## src/rtl/ray_lane_dispatcher.sv

```systemverilog
// Round-robin ray dispatcher: fans a ray stream out to NUM_LANES DDA lanes and
// re-serialises lane results in column order. Optional stall stats: RAY_LANE_DISPATCHER_STATS_EN.
module ray_lane_dispatcher #(
    parameter int NUM_LANES = 4,
    parameter int IN_W      = 64,
    parameter int OUT_W     = 39,
    parameter int NUM_COLS  = 320
) (
    input  logic                       pixel_clk_in,
    input  logic                       rst_in,
    input  logic                       s_tvalid,
    output logic                       s_tready,
    input  logic [IN_W-1:0]            s_tdata,
    input  logic                       s_tlast,
    output logic [NUM_LANES-1:0]       lane_tvalid_out,
    input  logic [NUM_LANES-1:0]       lane_tready_in,
    output logic [NUM_LANES*IN_W-1:0]  lane_tdata_out,
    input  logic [NUM_LANES-1:0]       res_tvalid_in,
    output logic [NUM_LANES-1:0]       res_tready_out,
    input  logic [NUM_LANES*OUT_W-1:0] res_tdata_in,
    output logic                       m_tvalid,
    input  logic                       m_tready,
    output logic [OUT_W-1:0]           m_tdata,
    output logic                       m_tlast,
    output logic [15:0]                in_flight_out,
    output logic                       frame_err_out
`ifdef RAY_LANE_DISPATCHER_STATS_EN
    ,
    output logic [31:0]                stall_cycles_out,
    output logic [31:0]                last_frame_stalls_out
`endif
);

    localparam int PTR_W = (NUM_LANES > 1) ? $clog2(NUM_LANES) : 1;
    localparam int COL_W = (NUM_COLS > 1) ? $clog2(NUM_COLS) : 1;
    localparam logic [PTR_W-1:0] LAST_LANE = PTR_W'(NUM_LANES - 1);
    localparam logic [COL_W-1:0] LAST_COL  = COL_W'(NUM_COLS - 1);

    logic [PTR_W-1:0] dp_q, dp_d;
    logic [PTR_W-1:0] cp_q, cp_d;
    logic [COL_W-1:0] ic_q, ic_d;
    logic [COL_W-1:0] oc_q, oc_d;
    logic [15:0]      flight_q, flight_d;
    logic             err_q, err_d;
    logic             mv_q, mv_d;
    logic [OUT_W-1:0] md_q, md_d;

    logic             lane_rdy_sel;
    logic             res_vld_sel;
    logic [OUT_W-1:0] res_dat_sel;
    logic             s_acc;
    logic             load_en;
    logic             take;
    logic             m_done;

    function automatic logic [PTR_W-1:0] adv_ptr(input logic [PTR_W-1:0] p);
        return (p == LAST_LANE) ? '0 : p + PTR_W'(1);
    endfunction

    // Lane select muxes: dispatch side follows dp, collect side follows cp.
    always_comb begin
        lane_rdy_sel = 1'b0;
        res_vld_sel  = 1'b0;
        res_dat_sel  = '0;
        for (int unsigned i = 0; i < NUM_LANES; i++) begin
            if (dp_q == PTR_W'(i)) begin
                lane_rdy_sel = lane_tready_in[i];
            end
            if (cp_q == PTR_W'(i)) begin
                res_vld_sel = res_tvalid_in[i];
                res_dat_sel = res_tdata_in[i*OUT_W +: OUT_W];
            end
        end
    end

    always_comb begin
        s_tready = !rst_in && lane_rdy_sel;
        s_acc    = s_tvalid && s_tready;
        load_en  = !rst_in && (!mv_q || m_tready);
        take     = load_en && res_vld_sel;
        m_done   = mv_q && m_tready;
    end

    always_comb begin
        lane_tvalid_out = '0;
        res_tready_out  = '0;
        for (int unsigned i = 0; i < NUM_LANES; i++) begin
            lane_tvalid_out[i] = !rst_in && s_tvalid && (dp_q == PTR_W'(i));
            res_tready_out[i]  = load_en && (cp_q == PTR_W'(i));
        end
    end

    assign lane_tdata_out = {NUM_LANES{s_tdata}};

    always_comb begin
        dp_d     = dp_q;
        cp_d     = cp_q;
        ic_d     = ic_q;
        oc_d     = oc_q;
        flight_d = flight_q;
        err_d    = err_q;
        mv_d     = mv_q;
        md_d     = md_q;

        // A premature or missing s_tlast flags the error; s_tlast always restarts the column count.
        if (s_acc) begin
            dp_d = adv_ptr(dp_q);
            if (s_tlast) begin
                if (ic_q != LAST_COL) begin
                    err_d = 1'b1;
                end
                ic_d = '0;
            end else begin
                if (ic_q == LAST_COL) begin
                    err_d = 1'b1;
                    ic_d  = '0;
                end else begin
                    ic_d = ic_q + COL_W'(1);
                end
            end
        end

        if (load_en) begin
            mv_d = take;
        end
        if (take) begin
            cp_d = adv_ptr(cp_q);
            md_d = res_dat_sel;
        end

        // oc tracks the column of the beat currently held in the output register.
        if (m_done) begin
            oc_d = (oc_q == LAST_COL) ? '0 : oc_q + COL_W'(1);
        end

        if (s_acc && !m_done && (flight_q != 16'hFFFF)) begin
            flight_d = flight_q + 16'd1;
        end else if (m_done && !s_acc && (flight_q != 16'h0000)) begin
            flight_d = flight_q - 16'd1;
        end
    end

    always_ff @(posedge pixel_clk_in) begin
        if (rst_in) begin
            dp_q     <= '0;
            cp_q     <= '0;
            ic_q     <= '0;
            oc_q     <= '0;
            flight_q <= '0;
            err_q    <= 1'b0;
            mv_q     <= 1'b0;
            md_q     <= '0;
        end else begin
            dp_q     <= dp_d;
            cp_q     <= cp_d;
            ic_q     <= ic_d;
            oc_q     <= oc_d;
            flight_q <= flight_d;
            err_q    <= err_d;
            mv_q     <= mv_d;
            md_q     <= md_d;
        end
    end

    assign m_tvalid      = mv_q;
    assign m_tdata       = md_q;
    assign m_tlast       = mv_q && (oc_q == LAST_COL);
    assign in_flight_out = flight_q;
    assign frame_err_out = err_q;

`ifdef RAY_LANE_DISPATCHER_STATS_EN
    logic [31:0] stall_q;
    logic [31:0] lfs_q;
    logic        stall_now;
    logic        frame_end;

    always_comb begin
        stall_now = s_tvalid && !s_tready;
        frame_end = m_done && m_tlast;
    end

    always_ff @(posedge pixel_clk_in) begin
        if (rst_in) begin
            stall_q <= '0;
            lfs_q   <= '0;
        end else if (frame_end) begin
            lfs_q   <= stall_q;
            stall_q <= '0;
        end else if (stall_now && (stall_q != '1)) begin
            stall_q <= stall_q + 32'd1;
        end
    end

    assign stall_cycles_out      = stall_q;
    assign last_frame_stalls_out = lfs_q;
`endif

endmodule

```

## config.mk

```make
export PLATFORM = sky130hd
export DESIGN_NAME = ray_lane_dispatcher
export DESIGN_NICKNAME = d
export VERILOG_FILES = /design/src/rtl/ray_lane_dispatcher.sv
export SDC_FILE = /design/constraint.sdc
export NUM_CORES = 1
export LEC_CHECK = 0
export ABC_AREA = 1
export BUFFER_PORTS_ARGS = -buffer_cell sky130_fd_sc_hd__buf_2
export CAP_MARGIN = 20
export CORE_AREA = 2 2 217 219
export DETAILED_ROUTE_END_ITERATION = 8
export DIE_AREA = 0 0 219 221
export PLACE_DENSITY_LB_ADDON = 0.05
export SETUP_SLACK_MARGIN = 0.5
export SYNTH_ARGS = -nofsm -noshare
export SYNTH_HDL_FRONTEND = slang
export SYNTH_SLANG_ARGS = --single-unit
```

## constraint.sdc

```tcl
create_clock -name pixel_clk_in -period 3.45 [get_ports pixel_clk_in]
set_clock_uncertainty 0.05 [all_clocks]
set_input_delay 0.345 -clock pixel_clk_in [delete_from_list [all_inputs] [get_ports pixel_clk_in]]
set_output_delay 0.345 -clock pixel_clk_in [all_outputs]
set_load 0.01 [all_outputs]
```

==> results.ini, run 1 <==
[critical_path]
start_kind=flip-flop
cp-endpoint=in_flight_out[13]
cp_max_fo=5
path_class=flip-flop to flip-flop
reg2reg_depth=20
worstSetupStartpoint=dp_q[0]
rrSetupSlack_ns=0.74
timing.rr.start=dp_q[0]
r2r-end=in_flight_out[13]
cp.required_ns=3.66
arrival_ns=2.93
crit_path_end_kind=flip-flop

[global_routing]
grtUsageMet1=0.141
grt.busiest_layer=met2
grt_pass1_vias=6710
grt_pass1_wl_um=43100
met2_usage=0.200
grt_start_max_net_pins=57
grtUsageMet3=0.0444
grt.total_usage=0.119
gr-total-overflow=0
antenna_found_initial=0

[worst_hold_path]
hold_class=primary input to flip-flop

[floorplanning]
dieArea_um2=48400
die_w_um=219
row_count=79
chipHeight_um=221
start_util=0.157
placeableCoreArea_um2=46100
ios=556

[yosys]
yosys.area_share.adder=0.0442
synth_top_area_frac=0.271
synthXorXnorAreaFrac=0.0157
synth.largest_area_cell=buf_4
async_flop_share=0
syn_area_um2=7250
ys_types=32
synth-seq-area-share=0.218
synthCells=1136
ys_ff_latch=79
synth-edff-count=0
synthMuxAreaShare=0
synth_compound_area_frac=0.124
synth_top_flop_cell=dfxtp_1
synth_nets=1394
synth_warnings=0
synth-simple-area-share=0.269
avgSynthCellArea_um2=6.38
synth_area_leaders=buf_4 27%, dfxtp_1 22%, nand2_1 16%, o21ai_0 6.0%, nor2_1 4.6%
synth_top_family_by_area=buffers and inverters

[drt]
drtIter0Drc=246
wl_per_cell_um=17.0
ant_nets=0
routed_via_density=3.76
drc_errors=0
wl_um=29200
first_pass_iters=6
vias=6467

[layout]
n_fill_cell=5445
ff_latch_area_um2=1580
drive_gt1_frac=0.287
multi_input_area_um2=3490
nets=1368
post-route-cell-area_um2=7770
antenna_cells=0
finish.utilization=0.169
syn2layout_area_growth_pct=7.23

[sta]
setup_ws_ns=0.738
rsz0062_at_grt=no
finalSetupTns_ns=0
finalSetupViolations=0
fmax_ghz=0.369
hold_viol_final=0
slew_violations=0
worst_pin_slew_ns=0.551
fin_crit_ns=2.71
timing.final.crit_share=0.786
relSlewSlack=0.633

[cts]
insertion_delay_ns=0.37
path_clk_slew_ns=0.08
clockBufferDepth=2
cts_root_buf=clkbuf_16
clock-sinks=79
cts_tree=yes
cts_hold_buf=0
ctsHtreeMaxLevel=3
cts_made_buffers=9

[power]
powerDensity_nw_per_um2=819
peakVddDrop_mv=0.258
p_leak_uw=0.00380
power_uw=6370

[placed_design]
portBuffers=235
dp_slack_ns=0.420
routabilityCongestion=0.719
placed_area_um2=7200
dpl.hpwl_um=22800

[run_status]
outcome=complete, no violations

[job]
drv_cap=0

-- routing by layer --
layer | vias to the layer above | wire, um
met4 | 2 | 299
met1 | 2777 | 12300
met3 | 14 | 2510
li1 | 3295 | -
met2 | 379 | 14100
met5 | - | 36
-- report_power, final --
group	leakage [uW]	total, uW	switching, uW	internal, uW
clock	0.000138	1030	492	534
sequential	0.000647	1490	243	1240
combinational	0.00302	3860	2470	1390
-- cell type report --
type	instances	share of cell area
tap	607	0.0977
multi-input combinational	695	0.449
clock inverter	5	0.00531
inverter	63	0.0304
timing repair buffer	262	0.181
sequential	79	0.204
clock buffer	11	0.0325
-- cell families (layout without fill, tap and decap cells) --
family / after synthesis / in the layout
buf+inv: 362 / 341
simple gates: 481 / 481
fa+ha+maj: 25 / 25
xor+xnor: 13 / 13
compound gates: 176 / 176
flops: 79 / 79
-- cells in the mapped netlist (3+ instances only) --
cell type  instances
nand2_1          307
buf_4            262
nor2_1            89
o21ai_0           87
dfxtp_1           79
a21oi_1           66
nand3_1           62
inv_1             57
ha_1              24
clkbuf_1          18
o21ai_1           15
buf_2             11
xor2_1            10
nor3_1             7
inv_2              6
buf_1              5
nand4_1            4
nor3b_1            4
buf_6              3
xnor2_1            3
-- critical path, stage by stage (launching register included) --
cell and delay [ns]:
dfxtp_2 0.33, inv_1 0.12, ha_2 0.20, nand2_1 0.05
nand2_1 0.05, nand3_1 0.06, nand2_1 0.09, nand2_2 0.08
nor2_4 0.17, nand2_8 0.08, buf_6 0.15, ha_4 0.28
nand3_1 0.07, nand2_1 0.13, nand2_1 0.06, nand2_1 0.17
nand3_1 0.15, nand2_1 0.08, nand2_1 0.05, a21oi_1 0.13
nor2_1 0.05
-- layout by cell type (no fill, tap or decap), drive strengths merged --
| cell | instances |
|---|---|
| nand2 | 311 |
| buf | 262 |
| o21ai | 102 |
| nor2 | 91 |
| dfxtp | 79 |
| a21oi | 67 |
| inv | 64 |
| nand3 | 62 |
| ha | 24 |
| clkbuf | 11 |
| xor2 | 10 |
| nor3 | 7 |
| nand4 | 4 |
| nor3b | 4 |
| xnor2 | 3 |
| a211oi | 2 |
| o21bai | 2 |
| a21o | 2 |
| clkinv | 2 |
| clkinvlp | 2 |
| and2 | 1 |
| o21a | 1 |
| nand3b | 1 |
| fa | 1 |
-- worst min-delay path by stage --
stage	startpoint	endpoint	slack, ns	depth (start not counted)
3_3_place_gp	m_tdata[10]	m_tdata[10]	0.40	2
6_report	res_tdata_in[123]	m_tdata[6]	0.22	5
5_1_grt	res_tdata_in[154]	m_tdata[37]	0.24	5
2_1_floorplan	oc_q[8]	oc_q[8]	0.40	2
4_1_cts	res_tdata_in[123]	m_tdata[6]	0.20	5
3_5_place_dp	m_tdata[27]	m_tdata[27]	0.40	2
-- sequential cells by signal (all words and copies together), names as in the netlist --
register       cells
cp_q               2
dp_q               2
frame_err_out      1
ic_q               9
in_flight_out     16
m_tdata           39
m_tvalid           1
oc_q               9
-- stage by stage --
stage	std cells	hold slack [ns]
CTS	1713	0.201
floorplan	1136	0.399
global route	1722	0.241
detailed placement	1696	0.405
finish	1722	0.223
global placement	1696	0.403
-- timing repair --
| action | 4_1_cts | 5_1_grt |
|---|---|---|
| buffers inserted | 1 | 9 |
| resized for setup | 1 | 35 |
| pin swaps | 1 | 4 |
| setup endpoints to repair | 8 | 11 |
| cloned | 0 | 0 |
Power figures use the tool's default switching activity.
==> inputs of run 2 (changes only) <==
ABC_AREA = 0   (was 1)
CORE_AREA = 2 2 214 216   (was 2 2 217 219)
DIE_AREA = 0 0 216 218   (was 0 0 219 221)
clock period = 2.2 ns   (was 3.45 ns; I/O delays follow)
==> results.ini, run 2 <==
[power]
peakVddDrop_mv=0.524
power_uw=14700
p_leak_uw=0.00474
powerDensity_nw_per_um2=1420

[global_routing]
grt_start_max_net_pins=36
grt_pass1_wl_um=45400
grt.total_usage=0.131
grt_pass1_vias=6832
gr-total-overflow=0
antenna_found_initial=5

[placed_design]
portBuffers=235
dp_slack_ns=-1.01
post-place-cells=1587
routabilityCongestion=0.724
dpl.hpwl_um=21100

[drt]
wl_um=31600
vias=6558
wl_per_cell_um=18.8
first_pass_iters=4
drc_errors=0
ant_nets=0
drtIter0Drc=208
routed_via_density=3.90

[yosys]
async_flop_share=0
synth_most_common_cell=buf_4
ys_ff_latch=79
synth-edff-count=0
avgSynthCellArea_um2=7.44
synth_top_flop_cell=dfxtp_1
synth_common_cells=258 x buf_4, 105 x nand2_1, 79 x dfxtp_1, 78 x nor2_1, 58 x a21oi_1
synth-seq-area-share=0.220
synth_warnings=0
syn_area_um2=7180
synth_area_leaders=buf_4 27%, dfxtp_1 22%, mux2i_1 6.4%, nand2_1 5.5%, ha_1 4.2%
synth.largest_area_cell=buf_4
synth_nets=1223
synthCells=965
ys_types=56
synth_top_area_frac=0.270

[floorplanning]
ios=556
row_count=78
dieArea_um2=47100
die_w_um=216
placeableCoreArea_um2=44900
start_util=0.160
chipHeight_um=218

[job]
drv_cap=0

[cts]
cts_made_buffers=9
insertion_delay_ns=0.36
cts_root_buf=clkbuf_16
path_clk_slew_ns=0.07
ctsHtreeMaxLevel=3
clockBufferDepth=2
cts_hold_buf=0
cts_tree=yes
clock-sinks=79

[critical_path]
cp_top_family=compound AO/OA/AOI/OAI gates
crit_chain=ha_4, nor2b_4, a21oi_4, o211ai_4, or2_4, buf_12, ha_4, a21o_1, a31o_1, o21ba_4, o211a_1, o21a_1, o21ai_1, nor3b_2
reg2reg_depth=14
cp_max_fo=5
max_stage_delay_ns=0.38
arrival_ns=3.21
crit_top_cell=ha_4
timing.rr.start=dp_q[0]
crit_path_end_kind=flip-flop
r2r-end=in_flight_out[15]
rrSetupSlack_ns=-0.77
cp.required_ns=2.44
start_kind=flip-flop
critPathBufInv=1
path_class=flip-flop to flip-flop
critPathSlowestCell=dfxtp_4

[sta]
fmax_ghz=0.336
rsz0062_at_grt=yes
hold_ws_ns=0.0672
finalSetupViolations=23
fin_crit_ns=2.97
slew_violations=0
worst_pin_slew_ns=0.469
setup_ws_ns=-0.773
relSlewSlack=0.687
timing.final.crit_share=1.35
hold_viol_final=0

[layout]
layout_common_cells=229 x buf_2, 103 x buf_4, 98 x nand2_1
finalNonFillerCells=1680
drive_gt1_frac=0.548
final_common_cell=buf_2
largest_reg_flops=39
syn2layout_area_growth_pct=43.5
nets=1331

[worst_hold_path]
hold_depth=3
min_from=res_tdata_in[120]
hold_end=m_tdata[3]
hold_class=primary input to flip-flop

[run_status]
violations=negative setup slack
outcome=complete, but fails checks

run 2: worst register-to-register path: stages, from the launching register on:
cell and delay [ns]:
dfxtp_4 0.38, ha_4 0.18, nor2b_4 0.13, a21oi_4 0.16, o211ai_4 0.10, or2_4 0.31
buf_12 0.16, ha_4 0.15, a21o_1 0.18, a31o_1 0.22, o21ba_4 0.20, o211a_1 0.22
o21a_1 0.19, o21ai_1 0.12, nor3b_2 0.16
run 2: logic make-up after synthesis:
| kind of cell | synth area share |
|---|---|
| xor+xnor | 0.0305 |
| mux | 0.0641 |
| buf+inv | 0.309 |
| compound gates | 0.150 |
| flops | 0.220 |
| fa+ha+maj | 0.0446 |
| simple gates | 0.182 |
run 2: how the worst max path moves through the flow:
stage	start	to	slack (ns)	cells after the start
2_1_floorplan	dp_q[0]	in_flight_out[15]	-0.69	13
4_1_cts	dp_q[1]	in_flight_out[13]	-0.86	15
3_5_place_dp	dp_q[1]	in_flight_out[12]	-1.01	14
6_report	dp_q[0]	in_flight_out[15]	-0.77	14
5_1_grt	dp_q[1]	in_flight_out[4]	-0.91	18
3_3_place_gp	dp_q[0]	in_flight_out[12]	-0.99	14
run 2: timing repair:
action | 4_1_cts | 5_1_grt
gates resized for setup | 111 | 89
pin swaps | 55 | 46
buffers inserted | 37 | 19
cloned | 16 | 3
endpoints found under the setup margin | 75 | 82
run 2: area by class of cell:
| type | instances | area [um2] |
|---|---|---|
| fill | 5050 | 34600 |
| multi-input combinational | 572 | 4310 |
| timing repair buffer | 400 | 3250 |
| sequential | 79 | 1600 |
| tap | 600 | 751 |
| clock buffer | 11 | 233 |
| clock inverter | 4 | 95.1 |
| inverter | 11 | 57.6 |
| antenna | 3 | 7.51 |
run 2: power by group:
group	switching (uW)	total (uW)	leakage [uW]	internal, uW
clock network	707	1810	0.000160	1100
logic	5060	10500	0.00393	5470
registers	346	2310	0.000651	1970
run 2: per-stage QoR:
stage	cell area [um2]	setup TNS (ns)	utilization
2_1_floorplan	7520	-6.47	-
3_3_place_gp	8050	-10.23	0.179
3_5_place_dp	8050	-10.29	0.179
4_1_cts	9710	-9.77	0.216
5_1_grt	10300	-12.89	0.229
6_report	10300	-8.50	0.230
run 2: routing by layer:
metal  global-route usage  vias to the layer above  wire length [um]
li1                     -                     3229                 -
met1                0.150                     2958             12900
met2                0.220                      357             15300
met3               0.0681                       10              3170
met4               0.0203                        4               181
met5                    0                        -                27
==> inputs of run 3 (changes only) <==
CTS_BUF_LIST = sky130_fd_sc_hd__clkbuf_16   (was default)
==> results.ini, run 3 (synthesized netlist as in run 2, its figures left out) <==
[drt]
wl_um=31300
drc_errors=0
vias=6529
drtIter0Drc=173
ant_nets=0
wl_per_cell_um=18.7
first_pass_iters=4
routed_via_density=3.90

[sta]
finalSetupViolations=16
rsz0062_at_grt=yes
fmax_ghz=0.336
relSlewSlack=0.690
slew_violations=0
worst_pin_slew_ns=0.465
timing.final.crit_share=1.35
hold_viol_final=0
setup_ws_ns=-0.772
fin_crit_ns=2.97

[critical_path]
path_depth=14
cp_top_family=compound AO/OA/AOI/OAI gates
arrival_ns=3.21
cp_max_fo=5
reg2reg_depth=14
path_class=flip-flop to flip-flop
max_stage_delay_ns=0.38
crit_path_end_kind=flip-flop
critPathSlowestCell=dfxtp_4
crit_chain=ha_4, nor2b_4, a21oi_4, o211ai_4, or2_4, buf_12, ha_4, a21o_1, a31o_1, o21ba_4, o211a_1, o21a_1, o21ai_1, nor3b_2
cp.required_ns=2.44
crit_top_cell=ha_4
critPathBufInv=1
start_kind=flip-flop

[layout]
nets=1325
n_fill_cell=5057
finish.utilization=0.228
largest_reg_flops=39
layout_common_cells=229 x buf_2, 101 x buf_4, 98 x nand2_1
syn2layout_area_growth_pct=42.3
post-route-cell-area_um2=10200
drive_gt1_frac=0.542
final_common_cell=buf_2

[cts]
path_clk_slew_ns=0.07
clockBufferDepth=2
clock-sinks=79
ctsHtreeMaxLevel=3
cts_root_buf=clkbuf_16
insertion_delay_ns=0.36
cts_made_buffers=9
cts_tree=yes
cts_hold_buf=0

[power]
peakVddDrop_mv=0.514
p_leak_uw=0.00470
powerDensity_nw_per_um2=1410

[global_routing]
grt_pass1_vias=6878
grt.total_usage=0.131
grt_start_max_net_pins=36
antenna_found_initial=5
grt_pass1_wl_um=45400
gr-total-overflow=0

[placed_design]
dpl.hpwl_um=21100
portBuffers=235
placed_area_um2=8050
routabilityCongestion=0.724

[floorplanning]
row_count=78
ios=556
start_util=0.160
chipHeight_um=218
die_w_um=216
placeableCoreArea_um2=44900
dieArea_um2=47100

[job]
drv_cap=0

[run_status]
outcome=complete, but fails checks
violations=negative setup slack

[worst_hold_path]
hold_class=primary input to flip-flop
hold_depth=3

## run 3: cell type report
| class | count | area, um2 | area share |
|---|---|---|---|
| clock inverter | 6 | 103 | 0.0100 |
| antenna | 3 | 7.51 | 0.000735 |
| timing repair buffer | 394 | 3170 | 0.311 |
| multi-input combinational | 572 | 4300 | 0.421 |
| inverter | 11 | 57.6 | 0.00563 |
| tap | 600 | 751 | 0.0735 |
| sequential | 79 | 1600 | 0.157 |
| clock buffer | 9 | 225 | 0.0220 |
## run 3: where the power goes
group | switching [uW] | leakage, uW | total (uW) | internal [uW]
clock | 706 | 0.000168 | 1800 | 1100
combinational | 4970 | 0.00388 | 10300 | 5340
sequential | 350 | 0.000651 | 2320 | 1970
total | 6030 | 0.00470 | 14400 | 8410
## run 3: metrics by stage
stage,hold WS [ns],std cells,TNS (ns),total power (uW),setup WS (ns)
6_report,0.0672,1674,-8.42,14400,-0.772
5_1_grt,0.0640,1672,-11.48,15700,-0.915
4_1_cts,0.0460,1654,-9.75,14100,-0.858
3_5_place_dp,0.390,1587,-10.29,9780,-1.01
3_3_place_gp,0.390,1587,-10.23,9880,-0.989
2_1_floorplan,0.342,965,-6.47,7130,-0.694
## run 3: worst register-to-register path, delay by kind of cell (launching register included)
kind | cells | cell delay (ns)
adders and majority gates | 2 | 0.33
DFF | 1 | 0.38
buffers and inverters | 1 | 0.16
AOI/OAI and AO/OA | 8 | 1.39
and+or+nand+nor | 3 | 0.60
## run 3: per-layer routing
| metal | share of wire | routed length, um | GRT usage | up-vias |
|---|---|---|---|---|
| li1 | - | - | - | 3215 |
| met1 | 0.41 | 12900 | 0.151 | 2945 |
| met2 | 0.48 | 15100 | 0.217 | 355 |
| met3 | 0.10 | 3130 | 0.0688 | 10 |
| met4 | 0.0057 | 180 | 0.0203 | 4 |
| met5 | 0.00086 | 27 | 0 | - |
## run 3: path summary, 6_finish.rpt
path / startpoint / end / slack, ns
min: res_tdata_in[120] / m_tdata[3] / 0.07
max: dp_q[0] / in_flight_out[15] / -0.77
min reg2reg: m_tdata[34] / m_tdata[34] / 0.40
max reg2reg: dp_q[0] / in_flight_out[15] / -0.77
## run 3: repair_timing
action	CTS	global route
cloned	16	1
setup endpoints to repair	75	82
resized for setup	109	86
buffers inserted	36	16
pin swaps	60	30
